===== src/rtl/div_unit.sv =====
// Iterative 32-bit restoring divider for MIPS DIV/DIVU.
// Produces the quotient (LO) and remainder (HI) 33 cycles after a start, with a one-cycle done pulse.
module div_unit (
   input  logic        clk,
   input  logic        resetn,
   input  logic        div_start,
   input  logic        div_signed,
   input  logic [31:0] dividend,
   input  logic [31:0] divisor,
   input  logic        div_cancel,
   output logic        div_busy,
   output logic        div_done,
   output logic [31:0] quotient,
   output logic [31:0] remainder
);

   typedef enum logic [1:0] {IDLE, RUN, DONE} state_t;

   state_t      state;
   logic [4:0]  count;
   logic [32:0] part_rem;
   logic [32:0] dsr_mag;
   logic [31:0] quo_shift;
   logic        q_neg;
   logic        r_neg;

   logic [32:0] shifted;
   logic [33:0] trial;
   logic [31:0] dvd_abs;
   logic [31:0] dsr_abs;

   // The dividend register doubles as the quotient: its MSB feeds the remainder, result bits enter at the LSB.
   always_comb begin
      shifted = {part_rem[31:0], quo_shift[31]};
      trial   = {1'b0, shifted} - {1'b0, dsr_mag};
      dvd_abs = (div_signed && dividend[31]) ? (32'd0 - dividend) : dividend;
      dsr_abs = (div_signed && divisor[31])  ? (32'd0 - divisor)  : divisor;
   end

   always_ff @(posedge clk or negedge resetn) begin
      if (!resetn) begin
         state     <= IDLE;
         count     <= 5'd0;
         part_rem  <= 33'd0;
         dsr_mag   <= 33'd0;
         quo_shift <= 32'd0;
         q_neg     <= 1'b0;
         r_neg     <= 1'b0;
         div_busy  <= 1'b0;
         div_done  <= 1'b0;
         quotient  <= 32'd0;
         remainder <= 32'd0;
      end else begin
         div_done <= 1'b0;
         if (div_cancel) begin
            state    <= IDLE;
            div_busy <= 1'b0;
         end else if (state == RUN) begin
            if (trial[33]) begin
               part_rem  <= shifted;
               quo_shift <= {quo_shift[30:0], 1'b0};
            end else begin
               part_rem  <= trial[32:0];
               quo_shift <= {quo_shift[30:0], 1'b1};
            end
            count <= count + 5'd1;
            if (count == 5'd31) begin
               state    <= DONE;
               div_busy <= 1'b0;
            end
         end else begin
            // Results are published on the edge that leaves DONE, which may also accept the next start.
            if (state == DONE) begin
               quotient  <= q_neg ? (32'd0 - quo_shift) : quo_shift;
               remainder <= r_neg ? (32'd0 - part_rem[31:0]) : part_rem[31:0];
               div_done  <= 1'b1;
            end
            if (div_start) begin
               state     <= RUN;
               div_busy  <= 1'b1;
               count     <= 5'd0;
               part_rem  <= 33'd0;
               quo_shift <= dvd_abs;
               dsr_mag   <= {1'b0, dsr_abs};
               q_neg     <= div_signed & (dividend[31] ^ divisor[31]);
               r_neg     <= div_signed & dividend[31];
            end else begin
               state    <= IDLE;
               div_busy <= 1'b0;
            end
         end
      end
   end

endmodule


===== config.mk =====
export PLATFORM = sky130hd
export DESIGN_NAME = div_unit
export DESIGN_NICKNAME = d
export VERILOG_FILES = /design/src/rtl/div_unit.sv
export SDC_FILE = /design/constraint.sdc
export NUM_CORES = 1
export LEC_CHECK = 0
export CAP_MARGIN = 40
export CORE_UTILIZATION = 40
export DETAILED_ROUTE_END_ITERATION = 12
export PLACE_DENSITY_LB_ADDON = 0.12
export SKIP_LAST_GASP = 1
export SLEW_MARGIN = 30
export SYNTH_ARGS = -nofsm -noshare
export SYNTH_HDL_FRONTEND = slang
export SYNTH_SLANG_ARGS = --single-unit

===== constraint.sdc =====
create_clock -name clk -period 4.6 [get_ports clk]
set_input_delay 0.92 -clock clk [delete_from_list [all_inputs] [get_ports clk]]
set_output_delay 0.92 -clock clk [all_outputs]
set_load 0.03 [all_outputs]

==> results of run 1 <==
==> worst register-to-register path, stage by stage (launching register included) <==
cell	delay (ns)
dfrtp_1	0.49
ha_1	0.43
a2111oi_0	0.63
a221oi_1	0.19
buf_4	0.20
a211oi_1	0.37
nor2_1	0.15
a21oi_4	0.43
buf_4	0.31
nor2_1	0.12
a221o_1	0.29
==> area by class of cell <==
class | instances | area share (%)
inverter | 52 | 1.447
clock buffer | 18 | 3.182
sequential | 170 | 31.55
tap | 372 | 3.451
multi-input combinational | 1044 | 47.67
timing repair buffer | 151 | 11.40
clock inverter | 14 | 1.299
==> cell usage in the layout, fill, tap and decap left out, types with 6 or more instances in the layout <==
cell type        count
a21o_1              24
a21oi_1             83
a31oi_1              7
a32oi_1              7
and3_1               8
buf_4               11
clkbuf_16           17
clkdlybuf4s50_1    133
dfrtp_1            170
ha_1                38
inv_1               51
mux2i_1              8
nand2_1            215
nand2b_1            11
nand3_1             17
nor2_1              87
nor2b_1              7
nor3_1              16
nor4_1               9
o21a_1               6
o21ai_0            144
o21ai_1             57
o31ai_1             19
o41ai_1             17
or3_1                7
or4_1               17
xnor2_1             45
xor2_1              93
==> per-stage QoR <==
| step | total power [mW] | cells | setup slack (ns) | instance area [um2] | hold WS (ns) |
|---|---|---|---|---|---|
| after floorplan | 4.610 | 1332 | 1.281 | 11100 | 0.4498 |
| after global placement | 5.502 | 1784 | 0.5838 | 12790 | 0.4610 |
| after detailed placement | 5.524 | 1787 | 0.5640 | 12840 | 0.4690 |
| after CTS | 7.050 | 1819 | 0.9055 | 13440 | 0.4861 |
| after global routing | 7.602 | 1821 | 0.7100 | 13490 | 0.4985 |
| final | 7.040 | 1821 | 0.8749 | 13490 | 0.4764 |
==> how the worst max path moves through the flow <==
| stage | start | end | slack [ns] | cells after the start |
|---|---|---|---|---|
| 6_report | part_rem[5] | part_rem[17] | 0.87 | 10 |
| 5_1_grt | part_rem[5] | part_rem[11] | 0.71 | 11 |
| 3_3_place_gp | divisor[5] | dsr_mag[30] | 0.58 | 10 |
| 2_1_floorplan | quo_shift[31] | part_rem[28] | 1.28 | 13 |
| 4_1_cts | quo_shift[31] | part_rem[28] | 0.91 | 13 |
| 3_5_place_dp | divisor[5] | dsr_mag[30] | 0.56 | 10 |
==> power breakdown <==
part	internal (mW)	switching (mW)	total, mW
clock network	0.826	0.679	1.50
logic	1.37	1.96	3.33
registers	1.77	0.430	2.20
total	3.97	3.07	7.04
==> sequential cells by signal (all words and copies together), names as in the netlist <==
name	flops
remainder	32
q_neg	1
part_rem	32
dsr_mag	32
quo_shift	32
quotient	32
state	2
div_done	1
r_neg	1
count	5
==> per-layer routing <==
layer / share of wire [%] / global-route usage [%] / vias to the layer above / wire length (um)
met2: 43 / 31.03 / 226 / 12170
met5: 0 / 0 / - / 0
met4: 1.1 / 4.466 / 0 / 314
li1: - / - / 4908 / -
met1: 52 / 31.32 / 4444 / 14850
met3: 4.2 / 2.969 / 21 / 1191
==> logic make-up after synthesis <==
| logic type | count (synthesis) |
|---|---|
| simple gates | 440 |
| compound gates | 418 |
| flops | 170 |
| xor+xnor | 139 |
| buf+inv | 118 |
| fa+ha+maj | 39 |
| mux | 8 |
==> flow_summary_export.csv, run 1 <==
group,metric,value,unit
worst_setup_path,endpoint_kind,"register",
global_routing,grt_max_degree,130,
run_status,status,"completed",
die,die_area,28430,um2
die,initial_core_util,40.97,%
global_routing,antenna_found_initial,0,
yosys,yosys_most_used_dff,"dfrtp_1",
worst_setup_path,rr_worst_depth,10,
timing,finClkSkew,0.01196,ns
yosys,synthSimpleGateAreaFrac,18.58,%
timing,relSlewSlack,48.03,%
worst_hold_path,hold_start,"quotient[9]",
cells_and_area,drive_gt1_share,5.728,%
timing,fmax,268.5,MHz
route,dr_total_vias,9599,
yosys,synth_compound_area_share,22.79,%
worst_setup_path,cp_num_buf_inv,2,
route,ant_nets,0,
clock_tree,cts_setup_buffers,0,
cells_and_area,n_fill_cell,2599,
route,drt-wirelength-per-cell,15.67,um
power,p_per_area,522.1,nW/um2
worst_setup_path,critPathKind,"register to register",
yosys,synth_seq_cells,170,
placement,gp_congestion,0.8936,
timing,tns,0,ns
worst_hold_path,holdPathEnd,"quotient[9]",
clock_tree,cts_tree,"done",
die,fp-row-count,60,
yosys,synth-async-reset-ratio,100.0,%
global_routing,grt_use_total,20.68,%
cells_and_area,nets,1544,
yosys,synthMuxAreaShare,0.7212,%
cells_and_area,multiInputGateArea,6429,um2
cells_and_area,diodes,0,
yosys,yosys_warnings,0,
global_routing,grt_overflow,0,
clock_tree,htree_levels,4,
worst_setup_path,required,4.92,ns
yosys,synth_area_leaders,"dfrtp_1 38%, xor2_1 7.3%, nand2_1 7.3%, o21ai_0 6.5%, ha_1 4.3%",
timing,setup_viol,0,
clock_tree,ctsHoldBuffers,0,
clock_tree,cts_sinks,170,
clock_tree,insertion_delay,0.44,ns
yosys,synth_top_area_cell,"dfrtp_1",
global_routing,grt_pass1_wl,47230,um
yosys,synth_common_cells,"215 x nand2_1, 170 x dfrtp_1, 144 x o21ai_0, 93 x xor2_1, 87 x nor2_1",
yosys,ys_types,79,
yosys,syn_area_per_cell,8.336,um2
yosys,synth_top_area_share,38.31,%
placement,io_buffers,134,
yosys,ys_seq_area_share,38.31,%
die,coreArea,27100,um2
timing,rsz0062_at_grt,"false",
power,ir_drop,0.2831,mV
flow_run,cap_violations,0,
route,vias_per_cell,5.271,
cells_and_area,finish.utilization,49.76,%
yosys,synth-edff-count,0,
cells_and_area,ff_latch_area,4254,um2
yosys,synth-xor-area-share,11.03,%
worst_setup_path,worst_r2r_startpoint,"part_rem[5]",
cells_and_area,area_delta_synth_final,21.46,%
placement,dpl.hpwl,21820,um
timing,finalHoldViolations,0,
yosys,synth_top_family_by_area,"compound AO/OA/AOI/OAI gates",
die,die_w,168.6,um
route,drt_wl_total,28530,um
timing,period_share,80.98,%
global_routing,grt_pass1_vias,8843,
route,first_pass_iters,5,
timing,slew_viol_final,0,
yosys,yosys.cell_count.top_type,"nand2_1",
worst_setup_path,crit_fanout,17,
worst_hold_path,min_path_cells,2,
worst_setup_path,max_stage_delay,0.63,ns
worst_setup_path,path_cells,"ha_1 -> a2111oi_0 -> a221oi_1 -> buf_4 -> a211oi_1 -> nor2_1 -> a21oi_4 -> buf_4 -> nor2_1 -> a221o_1",
power,p_leak,5.828,nW
worst_setup_path,cpLargestDelayFamily,"compound AO/OA/AOI/OAI gates",
clock_tree,clock_path_buffers,2,
timing,worst_slew_pin_slew,0.7795,ns
clock_tree,numCtsBuffers,17,
worst_setup_path,worstPathArrival,4.04,ns
yosys,syn_inst,1332,
route,drc,0,
die,pin_count,135,
timing,layout_min_cycle_time,3.725,ns
clock_tree,ctsResizeCount,0,
worst_setup_path,r2r-end,"part_rem[17]",
yosys,synth_area,11100,um2
clock_tree,clk_pin_slew,0.07,ns
worst_hold_path,hold_class,"register to register",
worst_setup_path,rrSetupSlack,0.87,ns
die,die-height,168.6,um
clock_tree,root_buffer,"clkbuf_16",
yosys,syn-num-nets,1440,
yosys,synth_fa_ha_area_share,4.462,%
worst_setup_path,cp-start-kind,"register",
worst_setup_path,slowest_stage,"a2111oi_0",
route,drtIter0Drc,609,
Power figures use the tool's default switching activity.
==> inputs of run 2 (changes only) <==
- clock period: 4.6 -> 3.5 ns (I/O delays scaled with it)
==> run 2 against run 1 <==
  * Count of clock-buffer cells in the layout is the same
  * Wire length grew 3.9%
  * Worst setup slack lost 0.64 ns
  * Non-clock buffer count grew 66
  * Largest power group unchanged
  * Highest routed layer unchanged
==> flow_summary_export.csv, run 2 (same netlist as run 1, synthesis figures left out) <==
group,metric,value,unit
timing,setup_viol,0,
power,total_power,9.545,mW
worst_setup_path,path_cells,"inv_1 -> ha_1 -> inv_1 -> fa_2 -> a21oi_2 -> and4b_1 -> nor2_2 -> o211ai_1 -> a21o_1 -> or4_1 -> nor3b_1 -> a2111o_1 -> a32o_1",
die,initial_core_util,40.97,%
flow_run,cap_violations,0,
timing,fmax,306.3,MHz
global_routing,grt_max_degree,85,
power,ir_drop,0.3524,mV
timing,finClkSkew,0.009525,ns
global_routing,grt_pass1_vias,9042,
worst_setup_path,max_stage_delay,0.49,ns
route,drt_wl_total,29650,um
route,vias_per_cell,5.230,
timing,worst_slew_pin_slew,0.6851,ns
worst_setup_path,required,3.83,ns
timing,rsz0062_at_grt,"false",
clock_tree,clock_path_buffers,2,
global_routing,antenna_found_initial,0,
power,seqPwrFrac,28.9,%
worst_hold_path,hold_class,"input pin to async pin",
die,pin_count,135,
route,dr_total_vias,9874,
worst_setup_path,worstPathArrival,3.59,ns
worst_setup_path,crit_fanout,2,
cells_and_area,nets,1610,
worst_setup_path,rrSetupSlack,0.23,ns
timing,finalHoldViolations,0,
global_routing,grt_overflow,0,
global_routing,grt_use_total,21.37,%
cells_and_area,area_delta_synth_final,25.87,%
clock_tree,numCtsBuffers,17,
route,ant_nets,0,
cells_and_area,finish.utilization,51.57,%
route,drtIter0Drc,649,
power,p_sw,4.119,mW
worst_setup_path,rr_worst_depth,13,
timing,whs,0.1327,ns
cells_and_area,final_cell_mix,"215 x nand2_1, 169 x dfrtp_1, 144 x o21ai_0, 133 x clkdlybuf4s50_1, 93 x xor2_1",
die,fp-row-count,60,
power,swShare,43.15,%
clock_tree,cts_tree,"done",
route,drc,0,
die,die-height,168.6,um
clock_tree,insertion_delay,0.43,ns
timing,tns,0,ns
placement,place_area,13350,um2
cells_and_area,fin_area,13980,um2
placement,io_buffers,134,
timing,period_share,93.29,%
timing,relSlewSlack,53.91,%
worst_setup_path,critPathKind,"register to register",
clock_tree,root_buffer,"clkbuf_16",
clock_tree,cts_sinks,170,
power,p_comb_share,51.6,%
power,clockPowerShare,19.5,%
worst_setup_path,worst_r2r_startpoint,"quo_shift[31]",
die,die_area,28430,um2
power,p_per_area,683.0,nW/um2
placement,dpl.hpwl,23060,um
worst_setup_path,slowest_stage,"or4_1",
worst_setup_path,r2r-end,"part_rem[28]",
global_routing,grt_pass1_wl,48440,um
clock_tree,clk_pin_slew,0.07,ns
clock_tree,ctsResizeCount,0,
run_status,status,"completed",
die,coreArea,27100,um2
cells_and_area,final_common_cell,"nand2_1",
placement,gp_congestion,0.8680,
worst_setup_path,endpoint_kind,"register",
clock_tree,ctsHoldBuffers,0,
worst_setup_path,critPathMostFrequentCell,"inv_1",
route,first_pass_iters,5,
timing,layout_min_cycle_time,3.265,ns
power,p_int,5.426,mW
cells_and_area,drive_gt1_share,10.17,%
timing,slew_viol_final,0,
clock_tree,cts_setup_buffers,0,
die,die_w,168.6,um
worst_setup_path,cp-start-kind,"register",
power,p_leak,6.138,nW
route,drt-wirelength-per-cell,15.71,um
clock_tree,htree_levels,4,
==> run 2: layer usage <==
metal | track usage, % | vias up | part of all wire, %
li1 | - | 5045 | -
met3 | 2.268 | 18 | 4.4
met2 | 32.08 | 213 | 43
met4 | 4.941 | 0 | 0.86
met1 | 32.77 | 4598 | 52
met5 | 0 | - | 0
==> run 2: power groups by stage <==
stage	Combinational [mW]	Sequential [mW]	Clock [mW]
floorplan	3.35	2.71	0
global placement	4.80	2.79	0
detailed placement	4.83	2.80	0
CTS	4.85	2.77	1.90
global route	5.51	2.81	1.97
finish	4.93	2.76	1.86
==> run 2: final cells by class <==
class	instances	area [um2]
Fill cell	2641	13130
Multi-Input combinational cell	1044	6450
Sequential cell	170	4255
Timing Repair Buffer	217	2043
Tap cell	372	465.4
Clock buffer	18	429.2
Inverter	52	195.2
Clock inverter	14	135.1
Antenna cell	1	2.502
==> run 2: how the worst max path moves through the flow <==
stage	cells past startpoint	startpoint	slack (ns)	end
2_1_floorplan	13	quo_shift[31]	0.18	part_rem[28]
3_3_place_gp	10	dividend[8]	-0.04	quo_shift[31]
3_5_place_dp	10	dividend[8]	-0.04	quo_shift[31]
4_1_cts	13	quo_shift[31]	0.10	part_rem[28]
5_1_grt	13	quo_shift[31]	0.006	part_rem[28]
6_report	13	quo_shift[31]	0.23	part_rem[28]
==> run 2: metrics by stage <==
step / cells / worst slack [ns]
floorplan: 1332 / 0.1808
global placement: 1853 / -0.04197
detailed placement: 1853 / -0.03986
CTS: 1885 / 0.1027
global route: 1887 / 0.005631
finish: 1888 / 0.2349
==> run 2: critical path, delay by kind of cell, from the launching register on <==
family | cells | cell delay (ns)
AOI/OAI and AO/OA | 5 | 1.14
adders and majority gates | 2 | 0.51
buffers and inverters | 2 | 0.14
DFF | 1 | 0.38
and+or+nand+nor | 4 | 0.98
